### config.mk
export PLATFORM = sky130hd
export DESIGN_NAME = stream_pipe_rx
export DESIGN_NICKNAME = d
export VERILOG_FILES = /design/src/rtl/stream_pipe_rx.sv
export SDC_FILE = /design/constraint.sdc
export NUM_CORES = 1
export LEC_CHECK = 0
export ABC_AREA = 1
export CORE_MARGIN = 5
export CORE_UTILIZATION = 30
export DETAILED_ROUTE_END_ITERATION = 6
export GPL_ROUTABILITY_DRIVEN = 0
export SETUP_SLACK_MARGIN = 0.4
export SYNTH_ARGS = -nofsm -noshare
export SYNTH_HDL_FRONTEND = slang
export SYNTH_SLANG_ARGS = --single-unit
### constraint.sdc
create_clock -name CLK -period 2.2 [get_ports CLK]
set_clock_uncertainty 0.1 [all_clocks]
set_input_delay 0.33 -clock CLK [delete_from_list [all_inputs] [get_ports CLK]]
set_output_delay 0.33 -clock CLK [all_outputs]
set_load 0.02 [all_outputs]
### src/rtl/stream_pipe_rx.sv
// stream_pipe_rx: valid/ready register pipeline with a one-entry skid ahead of
// stage 0. It collapses bubbles, holds data while the consumer stalls, and
// keeps the stall-free latency of a plain NUM_STAGES delay line.
module stream_pipe_rx #(
  parameter int NUM_STAGES = 2,
  parameter int DATA_WIDTH = 2
) (
  input  logic                              CLK,
  input  logic                              RESET,
  input  logic                              S_VALID,
  output logic                              S_READY,
  input  logic [DATA_WIDTH-1:0]             S_DATA,
  output logic                              M_VALID,
  input  logic                              M_READY,
  output logic [DATA_WIDTH-1:0]             M_DATA,
  output logic [$clog2(NUM_STAGES+2)-1:0]   COUNT
);

  localparam int COUNT_W = $clog2(NUM_STAGES + 2);

  generate
    if (NUM_STAGES == 0) begin : g_passthru

      // Zero stages: a wire, no storage and nothing to count.
      assign M_VALID = S_VALID;
      assign M_DATA  = S_DATA;
      assign S_READY = M_READY;
      assign COUNT   = '0;

    end else begin : g_pipe

      localparam int LAST = NUM_STAGES - 1;

      logic [NUM_STAGES-1:0] v;
      logic [DATA_WIDTH-1:0] d [NUM_STAGES];
      logic                  sv;
      logic [DATA_WIDTH-1:0] sd;

      logic [NUM_STAGES-1:0] ld;
      logic                  in_xfer;
      logic                  out_xfer;
      logic                  src_v;
      logic [DATA_WIDTH-1:0] src_d;
      logic                  sv_next;

      assign M_VALID  = v[LAST];
      assign M_DATA   = d[LAST];
      assign in_xfer  = S_VALID & S_READY;
      assign out_xfer = v[LAST] & M_READY;

      // Load enables ripple back from the output: a stage loads when it is
      // empty or when its successor takes its word this cycle.
      always_comb begin
        logic chain;
        // NOTE: every always_comb output gets a default first so no path can
        // leave it unassigned and infer a latch.
        ld    = '0;
        chain = ~v[LAST] | M_READY;
        ld[LAST] = chain;
        for (int k = LAST - 1; k >= 0; k--) begin
          chain = ~v[k] | chain;
          ld[k] = chain;
        end
      end

      // Stage 0 source selection and next skid occupancy. The skid, when
      // full, always feeds stage 0 first to keep strict FIFO order.
      always_comb begin
        src_v   = sv | in_xfer;
        src_d   = sv ? sd : S_DATA;
        sv_next = 1'b0;
        if (sv) begin
          sv_next = ld[0] ? in_xfer : 1'b1;
        end else begin
          sv_next = in_xfer & ~ld[0];
        end
      end

      // Pipeline, skid, registered ready and occupancy count.
      always_ff @(posedge CLK) begin
        if (!RESET) begin
          // NOTE: the data registers are reset as well so M_DATA reads 0 after
          // reset; this is a handful of flops, not a RAM, so it is cheap.
          v       <= '0;
          sv      <= 1'b0;
          sd      <= '0;
          S_READY <= 1'b0;
          COUNT   <= '0;
          for (int k = 0; k < NUM_STAGES; k++) begin
            d[k] <= '0;
          end
        end else begin
          // NOTE: non-blocking assignments so every stage sees its
          // predecessor's pre-edge value and words shift by exactly one stage.
          if (ld[0]) begin
            v[0] <= src_v;
            if (src_v) begin
              d[0] <= src_d;
            end
          end
          for (int k = 1; k < NUM_STAGES; k++) begin
            if (ld[k]) begin
              v[k] <= v[k-1];
              if (v[k-1]) begin
                d[k] <= d[k-1];
              end
            end
          end
          sv <= sv_next;
          if (in_xfer && sv_next) begin
            sd <= S_DATA;
          end
          S_READY <= ~sv_next;
          COUNT   <= COUNT + COUNT_W'(in_xfer) - COUNT_W'(out_xfer);
        end
      end

    end
  endgenerate

endmodule

==> results of run 1 <==
-- per-stage QoR --
stage / util (%) / total power (W) / cell area (sq um) / cells / setup WS (ps)
floorplan: - / 0.000291 / 569 / 66 / 633
global placement: 39.4 / 0.000316 / 696 / 100 / 271
detailed placement: 39.4 / 0.000318 / 696 / 100 / 242
CTS: 40.9 / 0.000457 / 722 / 104 / 469
global route: 41.1 / 0.000479 / 724 / 104 / 400
finish: 41.1 / 0.000448 / 724 / 104 / 534
-- power by group --
| group | leakage (nW) | switching, W | internal [W] |
|---|---|---|---|
| combinational | 0.219 | 0.0000343 | 0.0000320 |
| clock | 0.0154 | 0.0000707 | 0.0000656 |
| sequential | 0.107 | 0.00000504 | 0.000240 |
-- layout by cell type (no fill, tap or decap), types with 2 or more instances in the layout --
master,Yosys,routed
a21oi_1,9,9
clkbuf_4,0,3
clkdlybuf4s50_1,0,10
dfxtp_1,8,8
edfxtp_1,4,4
ha_1,2,2
inv_1,10,10
nand2_1,12,12
nand2_2,2,2
nand3_1,4,4
nor2_1,7,7
-- metal layers --
metal / track usage, % / routed length, um
met1: 8.95 / 413
met2: 12.7 / 434
met3: 2.77 / 61
met4: 5.11 / 12
met5: 0 / 0
-- worst max path at each step --
stage | depth (start not counted) | to
6_report | 9 | COUNT[1]
2_1_floorplan | 8 | COUNT[1]
4_1_cts | 1 | M_VALID
3_3_place_gp | 9 | COUNT[1]
3_5_place_dp | 9 | COUNT[1]
5_1_grt | 9 | COUNT[1]
-- sequential cells by signal, indices dropped and copies added, names as in the netlist --
name,cells
g_pipe.sv,1
g_pipe.v,2
COUNT,2
g_pipe.sd,2
S_READY,1
g_pipe.d,4
-- worst reg2reg max path, delay by kind of cell (launching register included) --
family / cells / cell delay [ps]
xor+xnor: 1 / 160
fa+ha+maj: 2 / 460
buf+inv: 1 / 40
flops: 1 / 340
simple gates: 4 / 280
-- Yosys cell counts, drive strengths merged --
master  instances
a21oi           9
nor2            7
a21boi          2
xor2            1
ha              2
inv            10
edfxtp          4
buf             3
dfxtp           8
nand3           6
nand2          14
-- cells by family after synthesis --
family	after synthesis	synth area share, %
AOI/OAI and AO/OA	11	11.2
xor gates and xnor gates	1	1.54
and+or+nand+nor	27	23.1
adders and majority gates	2	4.39
buffers and inverters	13	10.5
DFF	12	49.2
-- layout make-up --
type / instances / area [sq um]
Clock buffer: 3 / 22.5
Clock inverter: 1 / 3.75
Fill cell: 183 / 1040
Inverter: 10 / 37.5
Multi-Input combinational cell: 41 / 229
Sequential cell: 12 / 280
Tap cell: 25 / 31.3
Timing Repair Buffer: 12 / 120
==> run metrics, run 1 <==
highest-delay cell along the critical path clkdlybuf4s50_1; drt pass-1 iters 2; Crit path buffers/inverters 2; worst reg2reg path startpoint S_READY; routed vias 435; Synth area leaders dfxtp_1 (28%), edfxtp_1 (21%), a21oi_1 (7.9%); Bufs on Longest Clock Path 2; share of layout cells above drive strength 1 11.4%; Top delay family on crit path buffers and inverters; Die Y-Extent 53.6 um; core area 1760 sq um; Worst Setup SP S_VALID; Post-CTS Hold Fix Bufs 0; critical path endpoint category flip-flop; Synth top area share 28.1%; gr ovfl total 0; Reg clk slew, reported paths 80 ps; WL final 923 um; critical hold path startpoint g_pipe.sd[1]; CP cell instances clkdlybuf4s50_1, nand2_1, ha_1, inv_1, ha_1, xor2_1, nand2_1, nand2_1, nor2_1; synthesized net count 74; clock sinks 12; P_leak 0.342 nW; initial antenna violation count 0; postcts setup bufs 0; number of buffers added on ports 11; worst slew pin tran 227 ps; Syn Inst Count 66; Final nets 88; setup TNS 0 ps; synthesized cell area 569 sq um; post-synth top area cell dfxtp_1; hold depth 2; Routed wire per std cell 8.88 um; Critical Path RT 2260 ps; FF-to-FF End COUNT[1]; diodes inserted 0; H-tree depth 1; WHS 392 ps; Root Buffer clkbuf_4; Area growth, synth to finish 27.3%; hpwl dp 756 um; Final min period 1670 ps; first-pass GRT wire length 1.63 mm; Final Hold Vio Count 0; post-CTS sizing 0; worst path arrival time 1730 ps; number of core rows 15; worst-path fanout max 3; num ports 12; largest net degree at the start of global routing 9; Max-Cap Viols 0; Hold Crit Class reg2reg; DR iter-0 viols 1; Peak VDD IR 268 uV; most frequent cell on the critical path nand2_1; CP Class in2reg; Num CTS Buffers 3; period utilization 75.7%; post-synthesis cell type count 15; DR DRC count 0; GRT Resource Usage Total 7.94%; Startpoint Class input port; PwrDens 618 nW/um^2; RSZ-0062 raised after global routing false; full die area 2870 sq um; Slew Limit Fails 0; Syn Area/Cell 8.63 sq um; worst r2r path cells 8; status complete, no violations; Starting Density 32.3%; Peak Freq 600 MHz; vias in the first global route 433; post-route ant nets 0; Rel. slew slack 84.8%; routed vias/inst 4.18; register area share after synthesis 49.2%; max incr delay on CP 480 ps; Clock Latency Late Sink 270 ps; Worst Hold End g_pipe.sd[1]; Worst R2R Setup Slack 730 ps; CTS tree built; YS warnings 0; Die Wd 53.6 um; final setup fails 0; Synth Register Bits 12
Power figures use the tool's default switching activity.
==> run 2: changes to the inputs <==
==> constraint.sdc (replaced) <==
create_clock -name CLK -period 1.4 [get_ports CLK]
set_clock_uncertainty 0.1 [all_clocks]
set_input_delay 0.21 -clock CLK [delete_from_list [all_inputs] [get_ports CLK]]
set_output_delay 0.21 -clock CLK [all_outputs]
set_load 0.02 [all_outputs]
==> run 2 against run 1 <==
Net effect:
- via count rose by 11%
- sequential power rose by 58%
- sequential share of layout area fell by 7.3 points
- largest cell class is now multi-input gates
- highest routed layer unchanged
==> run metrics, run 2 (synthesis gave the netlist of run 1 again) <==
CP Class reg2reg; full die area 2870 sq um; cell area after layout 923 sq um; routed vias/inst 4.32; DR iter-0 viols 4; worst path arrival time 1440 ps; Most flops, register g_pipe.d; first-pass GRT wire length 1.94 mm; hold depth 3; GRT Resource Usage Total 9.94%; Peak VDD IR 693 uV; status complete, no violations; gr ovfl total 0; diodes inserted 0; WL final 1.15 mm; Rel. slew slack 85.5%; critical hold path startpoint RESET; period utilization 96.4%; Hold Crit Class in2reg; CP cell instances nand2_2, inv_2, ha_4, inv_2, ha_4, xor2_2, nand2_1, nand2_1, nor2_1; number of core rows 15; largest net degree at the start of global routing 8; worst r2r path cells 9; vias in the first global route 475; core area 1760 sq um; post-route ant nets 0; Final Hold Vio Count 0; Clock Latency Late Sink 280 ps; P_leak 0.404 nW; Top delay family on crit path adder cells; worst setup margin 50.2 ps; CTS tree built; pre-CTS setup slack -367 ps; Worst Setup SP g_pipe.v[1]; Root Buffer clkbuf_4; Die Y-Extent 53.6 um; fillers 181; hpwl dp 800 um; RSZ-0062 raised after global routing true; Slew Limit Fails 0; Finished Layout Cells 112; Final min period 1350 ps; H-tree depth 1; final setup fails 0; Finished Core Util 52.3%; max incr delay on CP 350 ps; PwrDens 823 nW/um^2; Startpoint Class flip-flop; Final nets 96; Num CTS Buffers 3; initial antenna violation count 0; Crit path buffers/inverters 2; Starting Density 32.3%; Reg clk slew, reported paths 80 ps; max reg flops 4; Die Wd 53.6 um; Bufs on Longest Clock Path 2; worst slew pin tran 218 ps; clock sinks 12; Routed wire per std cell 10.3 um; Peak Freq 741 MHz; dpl cell area 785 sq um; highest-delay cell along the critical path dfxtp_4; critical path endpoint category flip-flop; routed vias 484; most frequent cells in the layout inv_1 (8), nand2_1 (8), buf_6 (8); Max-Cap Viols 0; Inst Count DP 105; worst-path fanout max 3; Critical Path RT 1490 ps; Area growth, synth to finish 62.2%; DR DRC count 0; worst reg2reg path startpoint g_pipe.v[1]; num ports 12; share of layout cells above drive strength 1 51.7%; drt pass-1 iters 2; number of buffers added on ports 11; CP Depth 9
[run 2: where the power goes]
| group | internal [W] | switching [W] |
|---|---|---|
| clock | 0.000103 | 0.000121 |
| combinational | 0.0000730 | 0.0000742 |
| sequential | 0.000377 | 0.0000118 |
[run 2: path summary, 6_finish.rpt]
check | to | slack [ps]
worst min-delay path | COUNT[0] | 260
worst max-delay path | COUNT[1] | 50
worst max register to register | COUNT[1] | 50
worst min register to register | g_pipe.sd[0] | 400
[run 2: repair_timing]
| action | in CTS | in global routing |
|---|---|---|
| resized for setup | 39 | 15 |
| pin swaps | 5 | 5 |
| setup endpoints to repair | 22 | 21 |
| hold buffers | 0 | 0 |
| setup buffers | 2 | 1 |
[run 2: through the flow]
stage	TNS [ps]	hold WS, ps	power, W
final	0	261	0.000760
after global placement	-1500	354	0.000520
after CTS	0	253	0.000755
after floorplan	0	303	0.000467
after detailed placement	-1680	364	0.000522
after global routing	-39.1	274	0.000804
[run 2: per-layer routing]
metal | part of all wire, % | vias to the layer above | global-route usage [%]
met5 | 0 | - | 0
met4 | 2.8 | 0 | 6.38
met3 | 7.4 | 5 | 5.26
met2 | 49 | 12 | 14.7
met1 | 41 | 219 | 11.1
li1 | - | 248 | -
[run 2: worst min-delay path, delay by kind of cell]
| family | cells | cell delay, ps |
|---|---|---|
| and+or+nand+nor | 1 | 70 |
| buffers and inverters | 2 | 320 |
[run 2: final cells by class]
class / instances / area [sq um] / area share, %
Clock buffer: 3 / 22.5 / 2.44
Sequential cell: 12 / 290 / 31.4
Multi-Input combinational cell: 41 / 348 / 37.7
Timing Repair Buffer: 20 / 190 / 20.6
Tap cell: 25 / 31.3 / 3.39
Inverter: 10 / 37.5 / 4.07
Clock inverter: 1 / 3.75 / 0.407
==> run 3: changes to the inputs <==
--- a/config.mk
+++ b/config.mk
@@ -6,7 +6,7 @@
 export NUM_CORES = 1
 export LEC_CHECK = 0
 export ABC_AREA = 1
-export CORE_MARGIN = 5
+export ABC_CLOCK_PERIOD_IN_PS = 1400
 export CORE_UTILIZATION = 30
 export DETAILED_ROUTE_END_ITERATION = 6
 export GPL_ROUTABILITY_DRIVEN = 0
==> run 3 against run 2 <==
Net effect:
- cell count rose by 2.7%
- non-clock buffer count rose by 3
- worst setup slack got worse by 25 ps
- worst hold slack improved by 130 ps
- largest power group unchanged
- highest routed layer unchanged
==> run metrics, run 3 (synthesis gave the netlist of run 1 again) <==
Worst Setup SP g_pipe.v[1]; Die Y-Extent 45.6 um; GR Util met1 13.8%; Peak Freq 727 MHz; highest-delay cell along the critical path dfxtp_4; gr ovfl total 0; Reg clk slew, reported paths 90 ps; RSZ-0062 raised after global routing true; hold depth 2; routed vias 512; Area growth, synth to finish 70.3%; number of core rows 15; first-pass GRT wire length 1.77 mm; worst r2r path cells 9; CTS tree built; drt pass-1 iters 4; Max-Cap Viols 0; CP Class reg2reg; critical hold path startpoint RESET; routed vias/inst 4.45; most frequent cells in the layout buf_6 (9), buf_4 (8), inv_1 (7), a21oi_2 (7), nor2_1 (7); Bufs on Longest Clock Path 2; met2 usage 20.9%; worst-path fanout max 2; Final min period 1370 ps; share of layout cells above drive strength 1 61.1%; most common cell after layout, fill and taps aside buf_6; Rel. slew slack 82.1%; Crit path buffers/inverters 2; Post-CTS Hold Fix Bufs 0; total power 0.000783 W; num ports 12; vias in the first global route 458; Hold Crit Class in2reg; PwrDens 808 nW/um^2; Root Buffer clkbuf_4; Num CTS Buffers 3; Starting Density 32.6%; Final Hold Vio Count 0; CP cell instances nand2_2, inv_2, ha_4, inv_2, ha_4, xor2_2, nand2_1, nand2_1, nor2_1; worst reg2reg path startpoint g_pipe.v[1]; clock sinks 12; Routed wire per std cell 10.5 um; final setup fails 0; number of buffers added on ports 11; status complete, no violations; full die area 2080 sq um; Slew Limit Fails 0; GRT Resource Usage Total 12.6%; DR DRC count 0; P_leak 0.419 nW; critical path endpoint category flip-flop; core area 1750 sq um; Most Crowded Layer GR met2; worst path arrival time 1460 ps; Most flops, register g_pipe.d; Final nets 99; largest net degree at the start of global routing 8; diodes inserted 0; max incr delay on CP 350 ps; fillers 170; Startpoint Class flip-flop; worst slew pin tran 268 ps; Die Wd 45.6 um; max reg flops 4; Peak VDD IR 478 uV; H-tree depth 1; initial antenna violation count 0; Critical Path RT 1480 ps; period utilization 98.2%; post-route ant nets 0; met3 Usage GRT 3.17%; hpwl dp 751 um; FF-to-FF End COUNT[1]; Worst Hold End g_pipe.d[0][3]; Top delay family on crit path adder cells; Clock Latency Late Sink 280 ps; setup TNS 0 ps; DR iter-0 viols 6; Worst R2R Setup Slack 30 ps; WL final 1.20 mm
## run 3: changes by cell type in the layout (fill, tap and decap cells not counted), moves of 2 or more
cell     delta
buf_4       +2
nand2_1     -4
nand2_2     +2
nand2_4     +2
## run 3: per-layer routing
layer / wire (um) / vias up / part of all wire (%)
li1: - / 257 / -
met1: 468 / 241 / 39
met2: 656 / 10 / 55
met3: 56 / 4 / 4.7
met4: 20 / 0 / 1.7
met5: 0 / - / 0
## run 3: per-stage QoR
step	hold WS, ps	util, %	std cells	instance area, sq um	worst slack, ps
5_1_grt	397	55.6	115	970	-49.7
6_report	391	55.6	115	970	25.2
4_1_cts	388	52.5	114	916	16.8
3_5_place_dp	366	45.4	106	792	-406
3_3_place_gp	356	45.4	106	792	-362
2_1_floorplan	303	-	66	621	14.1
## run 3: worst max path at each step
stage	to	slack, ps	depth (start not counted)
after floorplan	COUNT[1]	10	9
after global placement	COUNT[1]	-360	9
after detailed placement	COUNT[1]	-410	9
after CTS	COUNT[1]	20	9
after global routing	COUNT[1]	-50	9
final	COUNT[1]	30	9
## run 3: area by class of cell
type | instances | area [sq um] | area share [%]
clock buffers | 3 | 22.5 | 2.32
clock inverters | 1 | 3.75 | 0.387
inverters | 10 | 37.5 | 3.87
multi-input cells | 41 | 372 | 38.3
flip-flops and latches | 12 | 290 | 29.9
well taps | 25 | 31.3 | 3.23
repair buffers | 23 | 213 | 21.9
## run 3: where the power goes
group / internal, W / switching [W] / total [W]
Clock: 0.000103 / 0.000131 / 0.000234
Sequential: 0.000377 / 0.0000131 / 0.000390
Combinational: 0.0000797 / 0.0000799 / 0.000160
## run 3: repair_timing
action	4_1_cts	5_1_grt
setup buffers	4	1
setup endpoints to repair	22	22
pin swaps	10	5
gates resized for setup	48	18
